==> config.mk <==
export PLATFORM = sky130hd
export DESIGN_NAME = clock_period_meter
export DESIGN_NICKNAME = d
export VERILOG_FILES = /design/src/rtl/clock_period_meter.sv
export SDC_FILE = /design/constraint.sdc
export NUM_CORES = 1
export LEC_CHECK = 0
export BUFFER_PORTS_ARGS = -buffer_cell sky130_fd_sc_hd__clkbuf_2
export CAP_MARGIN = 20
export CELL_PAD_IN_SITES_DETAIL_PLACEMENT = 0
export CELL_PAD_IN_SITES_GLOBAL_PLACEMENT = 1
export CORE_ASPECT_RATIO = 0.75
export CORE_UTILIZATION = 30
export DETAILED_ROUTE_END_ITERATION = 6
export PLACE_DENSITY_LB_ADDON = 0.1
export SLEW_MARGIN = 10
export SYNTH_ARGS = -nofsm -noshare
export SYNTH_HDL_FRONTEND = slang
export SYNTH_SLANG_ARGS = --single-unit
==> constraint.sdc <==
create_clock -name clk -period 1.9 [get_ports clk]
set_input_delay 0.19 -clock clk [delete_from_list [all_inputs] [get_ports clk]]
set_output_delay 0.19 -clock clk [all_outputs]
set_load 0.01 [all_outputs]
==> src/rtl/clock_period_meter.sv <==
// Measures a divided clock (clk_in_i, synchronous to clk) in clk cycles: period, high/low time,
// lock on a stable period and timeout when the input stops toggling.
module clock_period_meter #(
  parameter int unsigned N          = 8,
  parameter int unsigned LOCK_COUNT = 2
) (
  input  logic         clk,
  input  logic         rst_n,
  input  logic         clk_in_i,
  output logic [N-1:0] period_o,
  output logic [N-1:0] high_time_o,
  output logic [N-1:0] low_time_o,
  output logic         meas_valid_o,
  output logic         locked_o,
  output logic         timeout_o
);

  localparam logic [N-1:0] CntMax  = '1;
  localparam logic [N-1:0] CntOne  = N'(1);
  localparam logic [3:0]   LockCnt = 4'(LOCK_COUNT);

  typedef enum logic [0:0] {StWaitFirst, StMeasure} state_e;

  state_e       state_q;
  logic         in_d_q;
  logic [N-1:0] cnt_q, cnt_d;
  logic [N-1:0] high_r_q;
  logic [N-1:0] prev_period_q;
  logic [3:0]   match_q, match_d;
  logic         rise, fall;

  assign rise = clk_in_i & ~in_d_q;
  assign fall = ~clk_in_i & in_d_q;

  always_comb begin
    cnt_d = cnt_q;
    if (rise) begin
      cnt_d = CntOne;
    end else if (cnt_q != CntMax) begin
      cnt_d = cnt_q + CntOne;
    end
  end

  // A zero match count marks the first measurement after reset or timeout.
  always_comb begin
    match_d = 4'd1;
    if (match_q != 4'd0 && cnt_q == prev_period_q) begin
      match_d = (match_q >= LockCnt) ? LockCnt : match_q + 4'd1;
    end
  end

  always_ff @(posedge clk or negedge rst_n) begin
    if (!rst_n) begin
      state_q       <= StWaitFirst;
      in_d_q        <= 1'b1;
      cnt_q         <= '0;
      high_r_q      <= '0;
      prev_period_q <= '0;
      match_q       <= 4'd0;
      period_o      <= '0;
      high_time_o   <= '0;
      low_time_o    <= '0;
      meas_valid_o  <= 1'b0;
      locked_o      <= 1'b0;
      timeout_o     <= 1'b0;
    end else begin
      in_d_q       <= clk_in_i;
      cnt_q        <= cnt_d;
      meas_valid_o <= 1'b0;
      case (state_q)
        StWaitFirst: begin
          if (rise) begin
            state_q   <= StMeasure;
            timeout_o <= 1'b0;
          end
        end
        StMeasure: begin
          if (rise) begin
            period_o      <= cnt_q;
            high_time_o   <= high_r_q;
            low_time_o    <= cnt_q - high_r_q;
            meas_valid_o  <= 1'b1;
            prev_period_q <= cnt_q;
            match_q       <= match_d;
            locked_o      <= (match_d >= LockCnt);
          end else if (cnt_q == CntMax) begin
            timeout_o <= 1'b1;
            locked_o  <= 1'b0;
            match_q   <= 4'd0;
            state_q   <= StWaitFirst;
          end else if (fall) begin
            high_r_q <= cnt_q;
          end
        end
        default: state_q <= StWaitFirst;
      endcase
    end
  end

endmodule

# Yosys cells after proc, flatten, opt, wreduce, memory -nomap -nowiden
# Index checks and enable logic that the tools add are counted.
[word_totals]
regBits = 49
out_inout_bits = 27
[op_classes]
addsub = 3
order_cmp = 2
n_eq_ne = 6
muxes = 17
bitwise = 7
reduce_logical = 8
[op_table]
columns = ["operator", "n"]
rows = [
  ["$mux 4", 4],
  ["$mux 8", 2],
  ["$mux 1", 9],
  ["$add 8x1->8 const B", 1],
  ["$eq 8x8->1", 1],
  ["$eq 8x8->1 const B", 1],
  ["$ge 4x2->1 const B", 2],
  ["$ne 8x8->1 const B", 1],
  ["$sub 8x8->8", 1],
  ["$not 1->1", 5],
  ["$add 4x1->4 const B", 1],
  ["$ne 2x2->1 const B", 2],
  ["$pmux 1 s2", 2],
  ["$reduce_and 2->1", 2],
  ["$reduce_and 4->1", 1],
  ["$reduce_bool 2->1", 2],
  ["$reduce_bool 4->1", 1],
  ["$reduce_and 3->1", 1],
  ["$and 1x1->1", 2],
  ["$ne 2x1->1 const B", 1],
  ["$logic_and 1x1->1", 1],
]

# Longest topological paths before layout
# Gate-level depths: netlist of the first run.
[logic_depth]
depth_word = 5
mapped_depth = 8

# Least setup slack after synthesis of the first run
# OpenSTA, ideal clock, no wires.
[synth_path]
path_kind = "reg2reg"
from = "reg cnt_q[0]"
to = "reg low_time_o[6]"
arrival_time_ps = 1686
required_time_ps = 1805
setup_slack_ps = 118
path_stages_with_launch = 9
n_path_buf = 0
synth_period_minus_slack_ps = 1782
cell_sequence = "dfrtp_1 > inv_1 > ha_1 > fa_1 > nor2b_1 > o31a_1 > o21a_1 > o21a_1 > o31ai_1"
[synth_between]
elab_chain_cells = 1
[synth_rtl]
columns = ["item", "line_no", "rtl"]
rows = [
  ["start: declaration", "26", "logic [N-1:0] cnt_q, cnt_d;"],
  ["start signal: assignment", "68", "cnt_q <= cnt_d;"],
  ["$sub 8x8->8", "81", "low_time_o <= cnt_q - high_r_q;"],
  ["end signal: assignment", "81", ""],
  ["end: declaration", "12", "output logic [N-1:0] low_time_o,"],
]
# Every way passes these cells.
# A chain may end at the register's enable or synchronous reset.

# Worst setup path in the final report of the first run
[layout_path]
from = "reg high_r_q[1]"
to = "reg low_time_o[7]"
[layout_between]
elab_chain_cells = 1
[layout_rtl]
columns = ["item", "line_no", "rtl"]
rows = [
  ["start: declaration", "27", "logic [N-1:0] high_r_q;"],
  ["start signal: assignment", "92", "high_r_q <= cnt_q;"],
  ["$sub 8x8->8", "81", ""],
]
# Every way passes these cells.

==> summary by stage, run 1 <==
Finish
In the final layout, the share of cells above drive strength 1 is 0.295. The antenna diode instance count is 0. The total of fill cells in the finished design is 752. The sequential cells in the finished layout cover a total of 1230 sq um. From synthesis to final layout, the design area changed by 22.0%. Once layout is done, the placed cells without fillers occupy 2920 sq um. The multi-input logic area is 1100 sq um. The final standard cell utilization of the core is 0.387. The post-layout net count is 285.

Setup path
The critical path data required time is 2.09 ns. Along the worst path, the maximum fanout reaches 3. The type of origin of the critical path is a register. The worst setup path category is register to register. The kind of end point of the critical path is a register. The data arrival time of the worst path is 1.98 ns.

Floorplanning
The floorplan step set the die width to 105 um. The core box area is 7530 sq um. The die covers 8340 sq um. In this run the core area contains 27 standard-cell rows.

The number of ports placed on the die boundary is 30. The floorplan step set the die height to 79.3 um. The initial standard-cell utilization of the core is 0.318.

Synth
The mapped netlist covers 2390 sq um. After synthesis, the share of cell area in mux cells is 0.0701. The share of the Yosys chip area taken by registers is 0.513. By area, the combinational part of the netlist is dominated by simple AND/OR/NAND/NOR gates. After synthesis, the cell types taking the most area are sky130_fd_sc_hd__dfrtp_1, sky130_fd_sc_hd__mux2_2, sky130_fd_sc_hd__ha_1, sky130_fd_sc_hd__nand2_1, sky130_fd_sc_hd__o21ai_0. The commonest register cell after synthesis is sky130_fd_sc_hd__dfrtp_1.

The share of synthesized registers carrying an async set or reset is 1.00. The fraction of synthesized cell area taken by the top area cell type is 0.502. sky130_fd_sc_hd__dfrtp_1 takes more of the synthesized area than any other cell. The compound-cell area share of the yosys netlist came to 0.134. The distinct cell type count of the synthesized netlist is 41. The total of flip-flops plus latches after synthesis is 49.

The xor/xnor cell area share of the yosys netlist is 0.0403. The synthesized area per cell is 10.7 sq um. The simple logic cell fraction of the synthesized area is 0.137. The number of flops mapped to enable cells by yosys is 0.

The cell count after synthesis came out at 224. Of the total synthesized cell area, the portion taken by full adders, half adders and majority gates is 0.0659. For this run, the number of Yosys warnings is 0. The total nets after synthesis is 239.

Placed design
The placer's final routability congestion estimate is 0.760. The half-perimeter wire length after detailed placement is 3780 um. The worst slack after detailed placement is 0.0387 ns. The number of I/O port buffers is 29. The placed standard-cell area is 2740 sq um.

Global route
The global routing usage summed across all routing layers is 0.134. The remaining global-route overflow is 0. The via count of the first global-routing pass is 1698.

The number of antenna violations at the first check in global routing is 0. The first global-routing pass estimated 8690 um of wire. Entering global routing, the biggest net connects 35 pins.

Routing
For this run, design rule violations remaining after detail routing come to 0. The violation count after the first detailed-route iteration is 25. In the final routed layout, each cell accounts on average for 13.7 um. The detail route stage leaves a number of antenna-violating nets equal to 0. Wires add up to 5110 um. Dividing the detail-routed via count by the number of cells gives 4.64. The detailed-routing iteration count for the pre-antenna-repair pass is 4. The via count of the routed design is 1725.

Clock network
The TritonCTS clock tree is yes. Clock tree synthesis found a total of 49 sinks. For the worst-skew pair, the clock arrives at the later sink with an insertion delay of 0.31 ns. The H-tree was split into 2 levels. The cell at the root of the clock tree is sky130_fd_sc_hd__clkbuf_8. The number of CTS-inserted buffers is 5. The clock passes through at most 2 buffers. After clock tree synthesis, the clock-pin slew on the worst setup and hold paths is 0.10 ns.

STA
The transition time of the tightest slew-check pin is 0.582 ns. In this run the tightest slew margin relative to its limit is 0.608. The number of hold-slack violations in the final timing report is 0. Adding up every negative setup slack in the final design gives 0 ns.

Setup repair after global routing could not meet its margin everywhere. The largest clock skew in the final design is 0.0113 ns. The fmax is 0.558 GHz. Setup violations remaining at the end of the flow were counted as 0. The final cycle utilization of the critical path is 0.943. Once routing completed, OpenROAD measured the worst setup slack at 0.109 ns. The smallest clock period supported by the final layout is computed as 1.79 ns. The final-report max-slew violation count is 0.

The tightest hold path in the finished design has a slack of 0.00826 ns.

Status
The flow ran to the end, and the final reports show no timing, DRC or antenna violations.

Power
The worst IR drop on VDD is 0.380 mV. The leakage power total is 1.39 nW. The power density normalized to cell area is 1350 nW/um^2.

Worst hold path
The type of the tightest min-delay check is input pin to register.

Job
The max capacitance violation total is 0.
[synthesized netlist by cell type, types with 2 or more instances]
cell type and count:
sky130_fd_sc_hd__o21ai_1 3, sky130_fd_sc_hd__nand2b_1 3, sky130_fd_sc_hd__ha_1 11, sky130_fd_sc_hd__inv_1 10, sky130_fd_sc_hd__o31ai_1 3, sky130_fd_sc_hd__nand3_1 2
sky130_fd_sc_hd__xor2_1 4, sky130_fd_sc_hd__dfrtp_1 48, sky130_fd_sc_hd__a31oi_1 6, sky130_fd_sc_hd__o21ai_0 22, sky130_fd_sc_hd__buf_2 4, sky130_fd_sc_hd__a211oi_1 4
sky130_fd_sc_hd__nor2_1 10, sky130_fd_sc_hd__and3_1 3, sky130_fd_sc_hd__xnor2_1 7, sky130_fd_sc_hd__o21a_1 5, sky130_fd_sc_hd__nand4_1 2, sky130_fd_sc_hd__nor3_1 5
sky130_fd_sc_hd__nand2_1 30, sky130_fd_sc_hd__a21oi_1 4, sky130_fd_sc_hd__or2_1 2, sky130_fd_sc_hd__mux2_2 14, sky130_fd_sc_hd__buf_6 2, sky130_fd_sc_hd__clkbuf_1 3
[state kept, by name (all words and copies together), names as in the netlist]
signal,cells
match_q,4
timeout_o,1
locked_o,1
high_r_q,8
high_time_o,8
low_time_o,8
meas_valid_o,1
cnt_q,8
in_d_q,1
state_q,1
prev_period_q,8
[stage by stage]
| step | instances | total power, mW |
|---|---|---|
| final | 372 | 3.93 |
| after detailed placement | 361 | 3.10 |
| after global placement | 361 | 3.11 |
| after global routing | 372 | 4.25 |
| after floorplan | 224 | 2.55 |
| after CTS | 370 | 3.91 |
[layout make-up]
type,count,share of cell area
flip-flops and latches,49,0.421
clock buffers,7,0.0296
clock inverters,1,0.0103
multi-input cells,155,0.378
inverters,11,0.0142
well taps,101,0.0433
repair buffers,48,0.104
[power by group]
part	switching, mW	internal [mW]
logic	0.824	0.825
registers	0.192	1.30
clock network	0.361	0.430
[layout by cell type, fill, tap and decap left out, drive strengths merged, types with 4 or more instances in the layout]
cell / instances
a211oi: 4
o21a: 5
clkbuf: 36
ha: 11
nor3: 5
a31oi: 6
xnor2: 7
buf: 18
dfrtp: 48
nor2: 10
a21oi: 4
xor2: 4
nand2: 31
mux2: 14
inv: 11
o21ai: 25
[critical path: stages (launching register included)]
cell and delay [ns]:
sky130_fd_sc_hd__dfrtp_1 0.41, sky130_fd_sc_hd__inv_1 0.08, sky130_fd_sc_hd__ha_1 0.27, sky130_fd_sc_hd__nand2b_1 0.10, sky130_fd_sc_hd__a21oi_1 0.10, sky130_fd_sc_hd__o41ai_1 0.30, sky130_fd_sc_hd__buf_4 0.18, sky130_fd_sc_hd__mux2i_1 0.17
sky130_fd_sc_hd__nand2_1 0.07
[routing by layer]
layer,vias to the layer above,global-route usage,wire length (um)
li1,867,-,-
met1,821,0.204,2800
met2,32,0.187,2050
met3,5,0.0287,219
met4,0,0.0380,42
met5,-,0,0
[final timing paths]
path                       slack [ns]            end  cells past startpoint     startpoint
max                              0.11  low_time_o[7]                      8    high_r_q[1]
min                             0.008         in_d_q                      1       clk_in_i
min in group asynchronous        0.39  low_time_o[2]                      2          rst_n
max reg2reg                      0.11  low_time_o[7]                      8    high_r_q[1]
max in group asynchronous        0.94       cnt_q[1]                      3          rst_n
min reg2reg                      0.48  low_time_o[0]                      2  low_time_o[0]
[logic make-up (layout without fill, tap and decap cells)]
group                    Yosys count  after routing
buffers and inverters             20             67
AO/OA/AOI/OAI                     52             52
flip-flops                        49             49
AND/OR/NAND/NOR                   65             65
XOR/XNOR                          11             11
multiplexers                      15             15
adder cells (fa/ha/maj)           12             12
[repair_timing]
item,CTS,global route
setup endpoints to repair,0,9
endpoints found under the hold margin,18,0
hold buffers,1,0
gates resized for setup,0,8
buffers inserted,0,2
Power figures use the tool's default switching activity.
==> run 2: changes to the inputs <==
- CTS_BUF_LIST: default -> sky130_fd_sc_hd__clkbuf_8
==> summary by stage, run 2 (synthesis gave the netlist of run 1 again) <==
STA
The largest clock skew in the final design was 0.0117 ns (+0.000344 ns). The clock period minus final worst setup slack is 1.79 ns (-0.000876 ns). The final-report max-slew violation count is 0 (unchanged).

The final-layout setup total negative slack was 0 ns (unchanged). The worst setup slack after layout is 0.110 ns (+0.000876 ns). The relative max-transition margin is 0.608 (about the same). The final cycle utilization of the critical path is 0.942 (about the same).

The fmax came to 0.559 GHz (about the same). The setup violation total in the final timing report was 0 (unchanged). The transition time of the tightest slew-check pin is 0.582 ns (+0.0000589 ns). Setup repair after global routing could not meet its margin everywhere. The number of hold-slack violations in the final timing report is 0 (unchanged).

Routing
The aggregate routed wire length is 5110 um (about the same). The violation count after the first detailed-route iteration is 26 (+4.0%). The via count of the routed design is 1726 (+0.058%). The final routed wire length divided by cell count is 13.7 um (about the same). The detailed-routing iteration count for the pre-antenna-repair pass is 4 (unchanged). The average vias per placed instance is 4.64 (about the same). The total DRC errors in the routed layout is 0 (unchanged). The remaining antenna violation count was 0 (unchanged).

Clock network
The cell at the root of the clock tree is sky130_fd_sc_hd__clkbuf_8. The depth of the CTS H-tree is 2 (unchanged). The number of buffers on the longest clock path came to 2 (unchanged). The TritonCTS clock tree is yes. The clock input transition at the sequential cells of the worst setup and hold paths is 0.10 ns (about the same).

The number of CTS-inserted buffers was 5 (unchanged). The clock latency on the worst-skew pair is 0.31 ns (about the same). The total number of clock tree sinks is 49 (unchanged).

Floorplanning
The core box area is 7530 sq um (unchanged). The number of placement rows is 27 (unchanged). The initial standard-cell utilization of the core is 0.318 (unchanged). The floorplan die height is 79.3 um (unchanged).

The number of ports placed on the die boundary came to 30 (unchanged). The width of the die was 105 um (unchanged). The full die area came to 8340 sq um (unchanged).

Finish
The share of cells above drive strength 1 is 0.295 (unchanged). The non-filler instance count after layout is 372 (unchanged). The total of fill cells in the finished design is 752 (unchanged). The final non-filler cell area came to 2920 sq um (unchanged).

The synthesis-to-finish area growth was 22.0% (unchanged). The post-layout net count is 285 (unchanged). In the layout the commonest cells are sky130_fd_sc_hd__dfrtp_1, sky130_fd_sc_hd__nand2_1, sky130_fd_sc_hd__clkbuf_2. The antenna diode instance count was 0 (unchanged). The library cell used most frequently in the layout, excluding fill and tap cells, is sky130_fd_sc_hd__dfrtp_1.

Setup path
The critical path goes through inv_1 > ha_1 > nand2b_1 > a21oi_1 > o41ai_1 > buf_4 > mux2i_1 > nand2_1. The worst setup path is launched from a register. The setup path with the least slack is of type register to register. The critical path data required time is 2.09 ns (about the same). On the critical path, the stage with the largest delay is an instance of sky130_fd_sc_hd__dfrtp_1. The worst setup path is captured at a register. The maximum fanout along the worst path was 3 (unchanged). The delay of the slowest critical-path stage is 0.41 ns (about the same). The data arrival time of the worst path was 1.98 ns (about the same).

Worst hold path
The type of the tightest min-delay check is input pin to register.

Placed design
The placer's final routability congestion estimate is 0.760 (unchanged). The post-placement cell count is 361 (unchanged). The worst slack after detailed placement is 0.0387 ns (unchanged). The half-perimeter wire length after detailed placement is 3780 um (unchanged). The placed standard-cell area came to 2740 sq um (unchanged). The number of I/O port buffers came to 29 (unchanged).

Global route
The via count of the first global-routing pass was 1698 (unchanged). The global routing usage summed across all routing layers came to 0.134 (unchanged). The first-pass GRT wire length is 8690 um (unchanged). The number of antenna violations at the first check in global routing was 0 (unchanged). The maximum number of pins on one net before global-route repair is 35 (unchanged). The remaining global-route overflow is 0 (unchanged).

Status
The flow ran to the end, and the final reports show no timing, DRC or antenna violations.

Power
The worst IR drop on VDD was 0.380 mV (about the same). The leakage power total is 1.40 nW (+0.30%). The power density normalized to cell area is 1350 nW/um^2 (-0.12%).

Job
The max capacitance violation total is 0 (unchanged).
==> run 2: area by class of cell <==
cell class	count	area, sq um	share of cell area
Timing Repair Buffer	48	303	0.104
Multi-Input combinational cell	155	1100	0.378
Sequential cell	49	1230	0.421
Clock buffer	6	82.6	0.0283
Clock inverter	2	33.8	0.0116
Inverter	11	41.3	0.0142
Tap cell	101	126	0.0433
==> run 2: through the flow <==
step,power [mW],util,hold slack [ns]
after CTS,3.91,0.381,0.00109
after global routing,4.25,0.387,0.000306
final,3.92,0.387,0.00877
after global placement,3.11,0.364,0.211
after detailed placement,3.10,0.364,0.208
after floorplan,2.55,-,-0.106
==> run 2: worst max-delay path, delay by kind of cell, from the launching register on <==
| kind | cells | cell delay [ns] |
|---|---|---|
| flops | 1 | 0.41 |
| compound gates | 2 | 0.40 |
| fa+ha+maj | 1 | 0.27 |
| buf+inv | 2 | 0.26 |
| simple gates | 2 | 0.17 |
| mux | 1 | 0.17 |
==> run 2: power by group <==
group / internal (mW) / switching (mW)
Sequential: 1.30 / 0.192
Combinational: 0.825 / 0.824
Clock: 0.425 / 0.361
Total: 2.55 / 1.38
==> run 2: per-layer routing <==
metal  track usage  share of wire  vias up  wire length (um)
li1              -              -      867                 -
met4        0.0380         0.0082        0                42
met3        0.0287          0.044        5               226
met1         0.204           0.55      821              2800
met2         0.187           0.40       33              2050
met5             0              0        -                 0
==> run 2: timing repair <==
item	4_1_cts	5_1_grt
endpoints found under the setup margin	0	9
resized for setup	0	8
hold buffers	1	0
endpoints found under the hold margin	18	0
buffers inserted	0	2
==> run 2: path summary, 6_finish.rpt <==
kind                                     from            end  slack, ns  depth (start not counted)
worst max-delay path              high_r_q[1]  low_time_o[7]       0.11                          8
worst min-delay path                 clk_in_i         in_d_q      0.009                          1
worst max register to register    high_r_q[1]  low_time_o[7]       0.11                          8
worst min register to register  low_time_o[0]  low_time_o[0]       0.48                          2
max in group asynchronous               rst_n       cnt_q[1]       0.94                          3
min in group asynchronous               rst_n  low_time_o[2]       0.39                          2
==> run 3: changes to the inputs <==
- clock period: 1.9 -> 1.6 ns (I/O delays scaled with it)
==> summary by stage, run 3 (synthesis gave the netlist of run 1 again) <==
Status
The flow ran to the end, but the final reports show violations. The final reports fail on negative setup slack.

Routing
The total DRC errors in the routed layout came to 0 (unchanged). The violation count after the first detailed-route iteration is 80 (+210%). The detailed-routing iteration count for the pre-antenna-repair pass came to 5 (+1).

The aggregate routed wire length is 5580 um (+9.2%). The remaining antenna violation count is 0 (unchanged). The average vias per placed instance is 4.63 (-0.11%). The final routed wire length divided by cell count is 13.7 um (-0.48%). The via count of the routed design is 1891 (+9.6%).

STA
The worst setup slack after layout was -0.138 ns (-0.248 ns). The setup violation total in the final timing report is 12 (+12). The largest clock skew in the final design was 0.00722 ns (-0.00444 ns).

The final cycle utilization of the critical path came to 1.09 (+0.144). The transition time of the tightest slew-check pin is 0.490 ns (-0.0918 ns). The number of hold-slack violations in the final timing report was 0 (unchanged). The minimum hold slack is 0.296 ns (+0.287 ns). The fmax is 0.575 GHz (+3.0%). The final-report max-slew violation count is 0 (unchanged). The clock period minus final worst setup slack is 1.74 ns (-0.0522 ns). Setup repair after global routing could not meet its margin everywhere. The relative max-transition margin is 0.670 (+0.0623).

Power
The switching part of the total power was 0.353 (+0.00218). The power dissipated by switching net loads was 1.85 mW (+34%). The register share of total power came to 0.335 (-0.045). The worst IR drop on VDD is 0.555 mV (+46%).

The combinational power share is 0.522 (+0.102). The share of total power in the clock network came to 0.143 (-0.057). The power density normalized to cell area is 1570 nW/um^2 (+17%). The cell-internal power is 3.39 mW (+33%). The leakage power total is 1.61 nW (+16%).

Finish
The multi-input logic area is 1260 sq um (+14%). The final standard cell utilization of the core is 0.443 (+0.0561). The total of fill cells in the finished design came to 748 (-0.53%). The antenna diode instance count came to 0 (unchanged).

The area growth from synthesis to layout is 39.6%. The post-layout net count was 322 (+13%). The share of cells above drive strength 1 was 0.443 (+0.148). In the layout the commonest cells are sky130_fd_sc_hd__buf_4, sky130_fd_sc_hd__dfrtp_1, sky130_fd_sc_hd__nand2_1. The most common cell after layout, fill and taps aside is sky130_fd_sc_hd__buf_4. The register area is 1230 sq um (unchanged).

Placed design
The placer's final routability congestion estimate is 0.761 (about the same). The half-perimeter wire length after detailed placement was 4080 um (+8.0%). The number of I/O port buffers is 29 (unchanged). The worst slack after detailed placement is -0.189 ns (-0.227 ns).

Clock network
The depth of the CTS H-tree is 2 (unchanged). The cell at the root of the clock tree is sky130_fd_sc_hd__clkbuf_8. The clock input transition at the sequential cells of the worst setup and hold paths is 0.09 ns (about the same).

The number of buffers on the longest clock path came to 2 (unchanged). The number of CTS-inserted buffers is 5 (unchanged). The total number of clock tree sinks came to 49 (unchanged). The clock latency on the worst-skew pair was 0.30 ns (about the same).

TritonCTS built the clock tree.

Floorplanning
The floorplan die height is 79.3 um (unchanged). The full die area is 8340 sq um (unchanged). The core box area is 7530 sq um (unchanged). The number of ports placed on the die boundary was 30 (unchanged). The width of the die was 105 um (unchanged). The initial standard-cell utilization of the core is 0.318 (unchanged). The number of placement rows is 27 (unchanged).

Setup path
The worst setup path is captured at a register. The data arrival time of the worst path was 1.96 ns (-0.02 ns). The maximum fanout along the worst path is 2 (-1). The type of origin of the critical path is a register. The worst setup path category is register to register.

The critical path data required time came to 1.82 ns (-0.27 ns).

Worst hold path
The type of the tightest min-delay check is input pin to asynchronous set/reset pin.

Global route
The number of antenna violations at the first check in global routing came to 0 (unchanged). The global routing usage summed across all routing layers is 0.144 (+0.00967). The remaining global-route overflow was 0 (unchanged). The first-pass GRT wire length is 9090 um (+4.5%). The maximum number of pins on one net before global-route repair is 38 (+8.6%).

The via count of the first global-routing pass was 1791 (+5.5%).

Job
The max capacitance violation total is 0 (unchanged).
run 3: worst paths after layout:
kind | from | endpoint | slack [ns] | cells past startpoint
worst max-delay path | cnt_q[0] | low_time_o[6] | -0.14 | 8
worst min register to register | low_time_o[4] | low_time_o[4] | 0.48 | 1
min in group clk | low_time_o[4] | low_time_o[4] | 0.48 | 1
max in group asynchronous | rst_n | in_d_q | 0.71 | 3
worst max register to register | cnt_q[0] | low_time_o[6] | -0.14 | 8
worst min-delay path | rst_n | low_time_o[2] | 0.30 | 2
run 3: stage by stage:
stage | cell area, sq um | TNS, ns | std cells | power (mW)
final | 3340 | -0.881 | 408 | 5.24
after global routing | 3340 | -2.03 | 408 | 5.68
after CTS | 3210 | -1.00 | 404 | 5.06
after detailed placement | 2990 | -1.31 | 387 | 3.98
after global placement | 2990 | -1.14 | 387 | 3.97
after floorplan | 2440 | -0.548 | 224 | 3.08
run 3: layer usage:
layer,share of wire,vias to the layer above,wire length [um],global-route usage
met3,0.042,5,233,0.0304
met2,0.41,36,2310,0.207
li1,-,944,-,-
met5,0,-,0,0
met4,0.0082,0,46,0.0423
met1,0.54,906,2990,0.213
run 3: power groups by stage:
stage / Clock, mW / Sequential [mW] / Combinational [mW]
global route: 0.853 / 1.79 / 3.03
detailed placement: 0 / 1.77 / 2.21
finish: 0.750 / 1.75 / 2.73
CTS: 0.789 / 1.75 / 2.52
global placement: 0 / 1.76 / 2.21
floorplan: 0 / 1.84 / 1.24
run 3: cell type report:
cell class | count | share of cell area
clock inverters | 1 | 0.00112
multi-input cells | 155 | 0.376
clock buffers | 6 | 0.0247
flip-flops and latches | 49 | 0.368
repair buffers | 85 | 0.180
well taps | 101 | 0.0378
inverters | 11 | 0.0124
run 3: what timing repair did:
item,in CTS,in global routing
buffers inserted,8,6
endpoints found under the setup margin,16,21
hold endpoints to repair,13,0
gates resized for setup,18,18
gates cloned,0,0
hold buffers,2,0
pin swaps,11,13
run 3: worst max-delay path, stage by stage (launching register included):
cell                      delay [ns]
sky130_fd_sc_hd__dfrtp_1        0.40
sky130_fd_sc_hd__inv_2          0.08
sky130_fd_sc_hd__ha_4           0.13
sky130_fd_sc_hd__fa_2           0.21
sky130_fd_sc_hd__nor2b_2        0.05
sky130_fd_sc_hd__o31a_1         0.25
sky130_fd_sc_hd__o21a_1         0.19
sky130_fd_sc_hd__o21a_1         0.17
sky130_fd_sc_hd__o31ai_1        0.18
